### config.mk
export PLATFORM = sky130hd
export DESIGN_NAME = shift_counter_gen
export DESIGN_NICKNAME = d
export VERILOG_FILES = /design/src/rtl/shift_counter_gen_pkg.sv /design/src/rtl/shift_counter_legal_chk.sv /design/src/rtl/shift_counter_gen.sv
export SDC_FILE = /design/constraint.sdc
export NUM_CORES = 1
export LEC_CHECK = 0
export BUFFER_PORTS_ARGS = -buffer_cell sky130_fd_sc_hd__buf_2
export CELL_PAD_IN_SITES_DETAIL_PLACEMENT = 1
export CELL_PAD_IN_SITES_GLOBAL_PLACEMENT = 1
export CORE_MARGIN = 3
export CORE_UTILIZATION = 38
export DETAILED_ROUTE_END_ITERATION = 6
export GPL_TIMING_DRIVEN = 0
export PLACE_DENSITY = 0.81
export SETUP_SLACK_MARGIN = 0.5
export SYNTH_ARGS = -nofsm -noshare
export SYNTH_HDL_FRONTEND = slang
export SYNTH_SLANG_ARGS = --single-unit
### constraint.sdc
create_clock -name clk -period 3.6 [get_ports clk]
set_input_delay 0.36 -clock clk [delete_from_list [all_inputs] [get_ports clk]]
set_output_delay 0.36 -clock clk [all_outputs]
set_load 0.005 [all_outputs]
### src/rtl/shift_counter_gen_pkg.sv
// Shared definitions for the ring/Johnson shift counter: mode encodings,
// reset-pattern and period helpers.
package shift_counter_gen_pkg;

  localparam logic MODE_RING    = 1'b0;
  localparam logic MODE_JOHNSON = 1'b1;

  // Widest counter the reset-pattern helper can describe; callers truncate.
  localparam int unsigned PAT_MAX_W = 64;

  // Reset pattern: ring starts one-hot at the MSB, Johnson starts all zeros.
  function automatic logic [PAT_MAX_W-1:0] reset_pat(input int unsigned w, input logic mode);
    logic [PAT_MAX_W-1:0] p;
    p = '0;
    if (mode == MODE_RING) begin
      p = PAT_MAX_W'(1) << (w - 1);
    end
    return p;
  endfunction

  // Sequence length: WIDTH steps for ring, 2*WIDTH for Johnson.
  function automatic int unsigned period(input int unsigned w, input logic mode);
    return (mode == MODE_JOHNSON) ? (2 * w) : w;
  endfunction

endpackage

### src/rtl/shift_counter_legal_chk.sv
// Combinational legality check of a counter state for the current mode.
// Ring is legal with exactly one bit set; Johnson is legal with at most one
// transition between adjacent bits.
module shift_counter_legal_chk
  import shift_counter_gen_pkg::*;
#(
  parameter int unsigned WIDTH = 4
) (
  input  logic [WIDTH-1:0] q_i,
  input  logic             mode_i,
  output logic             legal_c
);

  logic [WIDTH-2:0] trans_c;

  // Adjacent-bit transitions, then pick the rule for the active mode.
  always_comb begin
    trans_c = q_i[WIDTH-1:1] ^ q_i[WIDTH-2:0];
    legal_c = (mode_i == MODE_JOHNSON) ? $onehot0(trans_c) : $onehot(q_i);
  end

endmodule

### src/rtl/shift_counter_gen.sv
// Parametrised ring/Johnson shift counter with direction, enable, parallel
// load, phase index and wrap pulse.
// Optional illegal-state self-correction: define SHIFT_COUNTER_GEN_SELFCORRECT_EN.
module shift_counter_gen
  import shift_counter_gen_pkg::*;
#(
  parameter  int unsigned WIDTH = 4,
  localparam int unsigned IDX_W = $clog2(2 * WIDTH)
) (
  input  logic             clk,
  input  logic             reset,
  input  logic             en,
  input  logic             mode,
  input  logic             dir,
  input  logic             load,
  input  logic [WIDTH-1:0] load_val,
  output logic [WIDTH-1:0] q,
  output logic [IDX_W-1:0] idx,
  output logic             wrap,
  output logic             err
);

  localparam logic [IDX_W-1:0] RING_LAST = IDX_W'(period(WIDTH, MODE_RING) - 1);
  localparam logic [IDX_W-1:0] JOHN_LAST = IDX_W'(period(WIDTH, MODE_JOHNSON) - 1);
  localparam logic [WIDTH-1:0] RING_RST  = WIDTH'(reset_pat(WIDTH, MODE_RING));
  localparam logic [WIDTH-1:0] JOHN_RST  = WIDTH'(reset_pat(WIDTH, MODE_JOHNSON));

  logic [WIDTH-1:0] q_q, q_d;
  logic [IDX_W-1:0] idx_q, idx_d;
  logic             wrap_q, wrap_d;
  logic             mode_q, mode_d;
  logic             err_d;
  logic             legal_c;
  logic [IDX_W-1:0] last_c;

`ifdef SHIFT_COUNTER_GEN_SELFCORRECT_EN
  logic err_q;

  shift_counter_legal_chk #(
    .WIDTH (WIDTH)
  ) u_legal_chk (
    .q_i     (q_q),
    .mode_i  (mode_q),
    .legal_c (legal_c)
  );
`else
  assign legal_c = 1'b1;
`endif

  // Next state: load > mode change > self-correct > step > hold.
  always_comb begin
    q_d    = q_q;
    idx_d  = idx_q;
    wrap_d = 1'b0;
    err_d  = 1'b0;
    mode_d = mode_q;
    last_c = (mode_q == MODE_JOHNSON) ? JOHN_LAST : RING_LAST;
    if (load) begin
      q_d    = load_val;
      idx_d  = '0;
      mode_d = mode;
    end else if (mode != mode_q) begin
      q_d    = (mode == MODE_JOHNSON) ? JOHN_RST : RING_RST;
      idx_d  = '0;
      mode_d = mode;
    end else if (!legal_c) begin
      q_d   = (mode_q == MODE_JOHNSON) ? JOHN_RST : RING_RST;
      idx_d = '0;
      err_d = 1'b1;
    end else if (en) begin
      if (!dir) begin
        // Johnson feeds back the inverted MSB; ring feeds it back unchanged.
        q_d    = {q_q[WIDTH-2:0], q_q[WIDTH-1] ^ mode_q};
        idx_d  = (idx_q == last_c) ? '0 : idx_q + IDX_W'(1);
        wrap_d = (idx_q == last_c);
      end else begin
        q_d    = {q_q[0] ^ mode_q, q_q[WIDTH-1:1]};
        idx_d  = (idx_q == '0) ? last_c : idx_q - IDX_W'(1);
        wrap_d = (idx_q == '0);
      end
    end
  end

  // State registers with synchronous reset to the mode's reset pattern.
  always_ff @(posedge clk) begin
    if (reset) begin
      q_q    <= (mode == MODE_JOHNSON) ? JOHN_RST : RING_RST;
      idx_q  <= '0;
      wrap_q <= 1'b0;
      mode_q <= mode;
    end else begin
      q_q    <= q_d;
      idx_q  <= idx_d;
      wrap_q <= wrap_d;
      mode_q <= mode_d;
    end
  end

`ifdef SHIFT_COUNTER_GEN_SELFCORRECT_EN
  // Correction pulse register.
  always_ff @(posedge clk) begin
    if (reset) begin
      err_q <= 1'b0;
    end else begin
      err_q <= err_d;
    end
  end

  assign err = err_q;
`else
  assign err = 1'b0;
`endif

  assign q    = q_q;
  assign idx  = idx_q;
  assign wrap = wrap_q;

endmodule

==> results of run 1 <==
layout by cell type (no fill, tap or decap), types with 3 or more instances in the layout:
master    instances
buf_2            17
edfxtp_1          5
clkbuf_4          3
inv_1             3
a21oi_1           5
o21ai_0           4
dfxtp_1           4
ha_1              3
nor2_1            4
nand2_1           6
power groups by stage:
stage / logic [mW] / registers (mW) / clock network [mW]
after floorplan: 0.0309 / 0.123 / 0
after global routing: 0.0557 / 0.123 / 0.0918
after global placement: 0.0492 / 0.124 / 0
final: 0.0500 / 0.122 / 0.0797
after CTS: 0.0509 / 0.122 / 0.0833
after detailed placement: 0.0506 / 0.124 / 0
registers in the layout, summed over array words and instances, names as in the netlist:
register	flops
q	4
idx	3
mode_q	1
wrap	1
final timing paths:
path / start / endpoint / slack (ps)
setup / recovery: mode_q / q[2] / 1790
hold / removal: mode / mode_q / 370
setup reg to reg: mode_q / q[2] / 1790
hold reg to reg: idx[1] / idx[1] / 520
layout make-up:
type | instances | share of cell area (%)
Sequential cell | 9 | 32.1
Inverter | 3 | 1.57
Timing Repair Buffer | 17 | 11.9
Multi-Input combinational cell | 45 | 43.5
Clock buffer | 4 | 3.66
Tap cell | 15 | 2.62
Buffer | 4 | 4.71
critical path: cells and delay by family (launching register included):
family / cells / cell delay, ps
AND/OR/NAND/NOR: 3 / 860
flip-flops: 1 / 380
buffers and inverters: 2 / 300
cell families (layout without fill, tap and decap cells):
family,count (synthesis),in the layout,share of synthesized area [%]
compound gates,15,15,16.0
xor+xnor,3,3,4.48
fa+ha+maj,3,3,6.40
buf+inv,7,28,7.68
flops,9,9,39.2
mux,2,2,3.41
other cells,1,1,0.639
simple gates,21,21,22.2
per-layer routing:
metal  track usage, %  up-vias  part of all wire [%]
met5                0        -                     0
met3             3.59        2                   3.9
met1             20.1      233                    49
met4             5.26        0                   1.1
met2             21.8       12                    46
li1                 -      254                     -
==> flow_summary.ini, run 1 <==
[run_status]
status = finished clean

[cts]
path_clk_slew_ps = 70
numCtsBuffers = 3
cts_resized = 0
cts_tree = built
cts_setup_buffers = 0
clock_latency_ps = 260
cts_root_buffer = clkbuf_4
clock-sinks = 9
cts.path.max_buffers = 2
htreeDepth = 1
hold_buffers = 0

[critical_path]
path_cells = buf_6, nor2b_4, or4_4, buf_6, or2_1
crit_fanout = 9
setup.worst_path.end_class = register
critPathRequiredTime_ps = 3600
crit_top_cell = buf_6
r2r_cells = 5
crit_slowest_cell = or4_4
worstSetupPathType = reg -> reg
crit_arrival_ps = 1810
max_stage_delay_ps = 470
cp-start-kind = register

[timing]
fin_crit_ps = 1810
setup_viol = 0
max_clock_freq_ghz = 0.554
final-max-slew-violation-count = 0
period_share_pct = 50.2
holdWs_ps = 367
finalClockSkew_ps = 3.49
setup_ws_ps = 1790
finalHoldViolCount = 0
tns_ps = 0
rsz0062_at_grt = false

[die]
die_y_um = 45.3
initial_core_util_pct = 42.9
io_pins = 19
dieArea_sq_um = 2050
core_area_sq_um = 1370
die_x_um = 45.3
rows = 13

[logic_synthesis]
ys_top_cells_by_count = nand2_1 (6), a21oi_1 (5), edfxtp_1 (5)
synthArstFlopShare_pct = 0
synth-edff-count = 5
synth_area_leader_cell = edfxtp_1
ys_seq_area_share_pct = 39.2
syn_nets = 74
synthCells = 61
synth_area_leaders = edfxtp_1 (26%), dfxtp_1 (14%), ha_1 (6.4%), a21oi_1 (4.3%), buf_6 (3.8%)
ys_ff_latch = 9
synth_top_area_share_pct = 25.6
synth_flop_cell = edfxtp_1
syn_area_per_cell_sq_um = 9.62
yosys_warnings = 0
yosysUniqueCellTypes = 30
syn_area_sq_um = 587
synth.most_common_cell = nand2_1

[route]
wl_per_cell_um = 13.4
num_vias = 501
drc = 0
antenna_left = 0
drt-initial-drc-count = 7
routed_wl_um = 1300
firstDrtPassIters = 3
viasPerCell = 5.16

[layout]
instances_no_fill = 97
finish.instance_area_sq_um = 717
seq_area_sq_um = 230
multiInputGateArea_sq_um = 312
fin_nets = 96
fill_cells = 167
final_core_util_pct = 52.5
area_delta_synth_final_pct = 22.2
layout-drive-gt1-share_pct = 32.9
antennaDiodeCount = 0

[power_and_ir_drop]
pwr-share-clk_pct = 31.7
p_int_uw = 184
power_uw = 251
pwr-share-comb_pct = 19.9
p_sw_uw = 67.5
leakage_nw = 0.327
pwr-share-seq_pct = 48.4
power_density_nw_per_um2 = 351
swShare_pct = 26.9
ir_worst_vdd_uv = 186

[job]
max_cap_viol_count = 0

[global_route]
grt_overflow_total = 0
grt_usage_pct = 14.5
antenna_found_initial = 0
grt_pass1_vias = 475
grt_start_max_net_pins = 11
grt_pass1_wl_um = 2090

[place]
place_ws_ps = 1800
gp_congestion = 0.712
placedCellCount = 93
hpwlAfterDp_um = 1060
port_buffers = 17
post_dp_cell_area_sq_um = 691

[worst_hold_path]
whs_path_depth = 1
worstHoldPathType = in -> reg
(Power assumes the default switching activity.)
==> run 2, diff against run 1 <==
CORE_UTILIZATION = 35   (was 38)
PLACE_DENSITY = 0.76   (was 0.81)
clock period = 1.88 ns   (was 3.6 ns; I/O delays follow)
==> run 2 against run 1 <==
- combinational power rose by 130%
- worst setup slack lost 1600 ps
- clock-buffer cell count unchanged
- critical path type unchanged
- critical endpoint unchanged
- largest power group unchanged
- highest routed layer unchanged
==> flow_summary.ini, run 2 (synthesis results as in run 1) <==
[place]
place_ws_ps = 120
port_buffers = 17
placedCellCount = 94
gp_congestion = 0.664
hpwlAfterDp_um = 1090

[cts]
cts_root_buffer = clkbuf_4
path_clk_slew_ps = 70
clock_latency_ps = 260
cts_tree = built
numCtsBuffers = 3
clock-sinks = 9
htreeDepth = 1
cts.path.max_buffers = 2

[route]
firstDrtPassIters = 4
wl_per_cell_um = 14.8
antenna_left = 0
drc = 0
viasPerCell = 5.25
num_vias = 535
drt-initial-drc-count = 9
routed_wl_um = 1510

[die]
die_x_um = 46.9
rows = 14
dieArea_sq_um = 2200
io_pins = 19
core_area_sq_um = 1540
initial_core_util_pct = 38.1
die_y_um = 46.9

[critical_path]
worstSetupPathType = reg -> reg
cp-start-kind = register
crit_arrival_ps = 1750
cp-startpoint = mode_q
reg2reg_slack_ps = 150
setup.worst_path.end_class = register
crit_fanout = 4
r2r-start = mode_q
critPathRequiredTime_ps = 1900

[run_status]
status = finished clean

[timing]
fin_crit_ps = 1730
holdWs_ps = 193
setup_ws_ps = 154
setup_viol = 0
finalClockSkew_ps = 3.56
max_clock_freq_ghz = 0.580
finalHoldViolCount = 0
period_share_pct = 91.8
final-max-slew-violation-count = 0
tns_ps = 0
rsz0062_at_grt = true

[layout]
largest_reg_flops = 4
seq_area_sq_um = 230
instances_no_fill = 102
multiInputGateArea_sq_um = 340
fin_nets = 100
antennaDiodeCount = 0
layout-drive-gt1-share_pct = 44.2
final_common_cell = buf_2
area_delta_synth_final_pct = 32.4
mostFrequentLayoutCells = buf_2 (17), nand2_1 (6), a21oi_1 (5), buf_4 (5), edfxtp_1 (5)
fill_cells = 195

[power_and_ir_drop]
leakage_nw = 0.355
ir_worst_vdd_uv = 419
power_uw = 502
power_density_nw_per_um2 = 647

[job]
max_cap_viol_count = 0

[global_route]
grt_start_max_net_pins = 11
antenna_found_initial = 0
grt_overflow_total = 0
grt_pass1_vias = 537
grt_usage_pct = 15.7
grt_pass1_wl_um = 2390

[worst_hold_path]
worstHoldPathType = in -> reg
min_from = load_val[1]
[run 2: cell count changes in the layout (fill, tap and decap cells not counted), sizes merged]
cell	previous run	this run
buf	20	24
[run 2: stage by stage]
step | instance area, sq um | util [%]
floorplan | 589 | -
finish | 777 | 50.4
global placement | 694 | 45.0
global route | 777 | 50.4
CTS | 766 | 49.7
detailed placement | 694 | 45.0
[run 2: area by class of cell]
type	instances	area share (%)
Buffer	4	4.35
Clock buffer	4	3.38
Inverter	3	1.45
Multi-Input combinational cell	45	43.8
Sequential cell	9	29.6
Tap cell	16	2.58
Timing Repair Buffer	21	14.8
[run 2: final timing paths]
path / to / depth (start not counted)
worst max-delay path: q[2] / 5
worst min-delay path: q[1] / 3
worst max register to register: q[2] / 5
worst min register to register: idx[1] / 2
[run 2: repair_timing]
action	in CTS	in global routing
pin swaps	3	0
buffers inserted	4	0
setup endpoints to repair	13	13
hold buffers	0	0
resized for setup	5	3
[run 2: power by group]
part	leakage, nW	total, mW	internal [mW]	switching, mW
combinational	0.252	0.115	0.0568	0.0579
sequential	0.0880	0.233	0.222	0.0113
clock	0.0150	0.155	0.0820	0.0725
[run 2: per-layer routing]
layer	GRT usage, %	vias to the layer above	wire length, um	share of wire [%]
met5	0	-	0	0
met4	4.97	0	9	0.60
met3	3.45	2	61	4.0
met2	28.2	12	784	52
met1	18.3	257	654	43
li1	-	264	-	-
[run 2: critical path, cell delays in order (launching register included)]
cell and delay [ps]:
edfxtp_1 380, buf_6 130, nor2b_4 110, or4_4 470, buf_6 140, or2_4 250
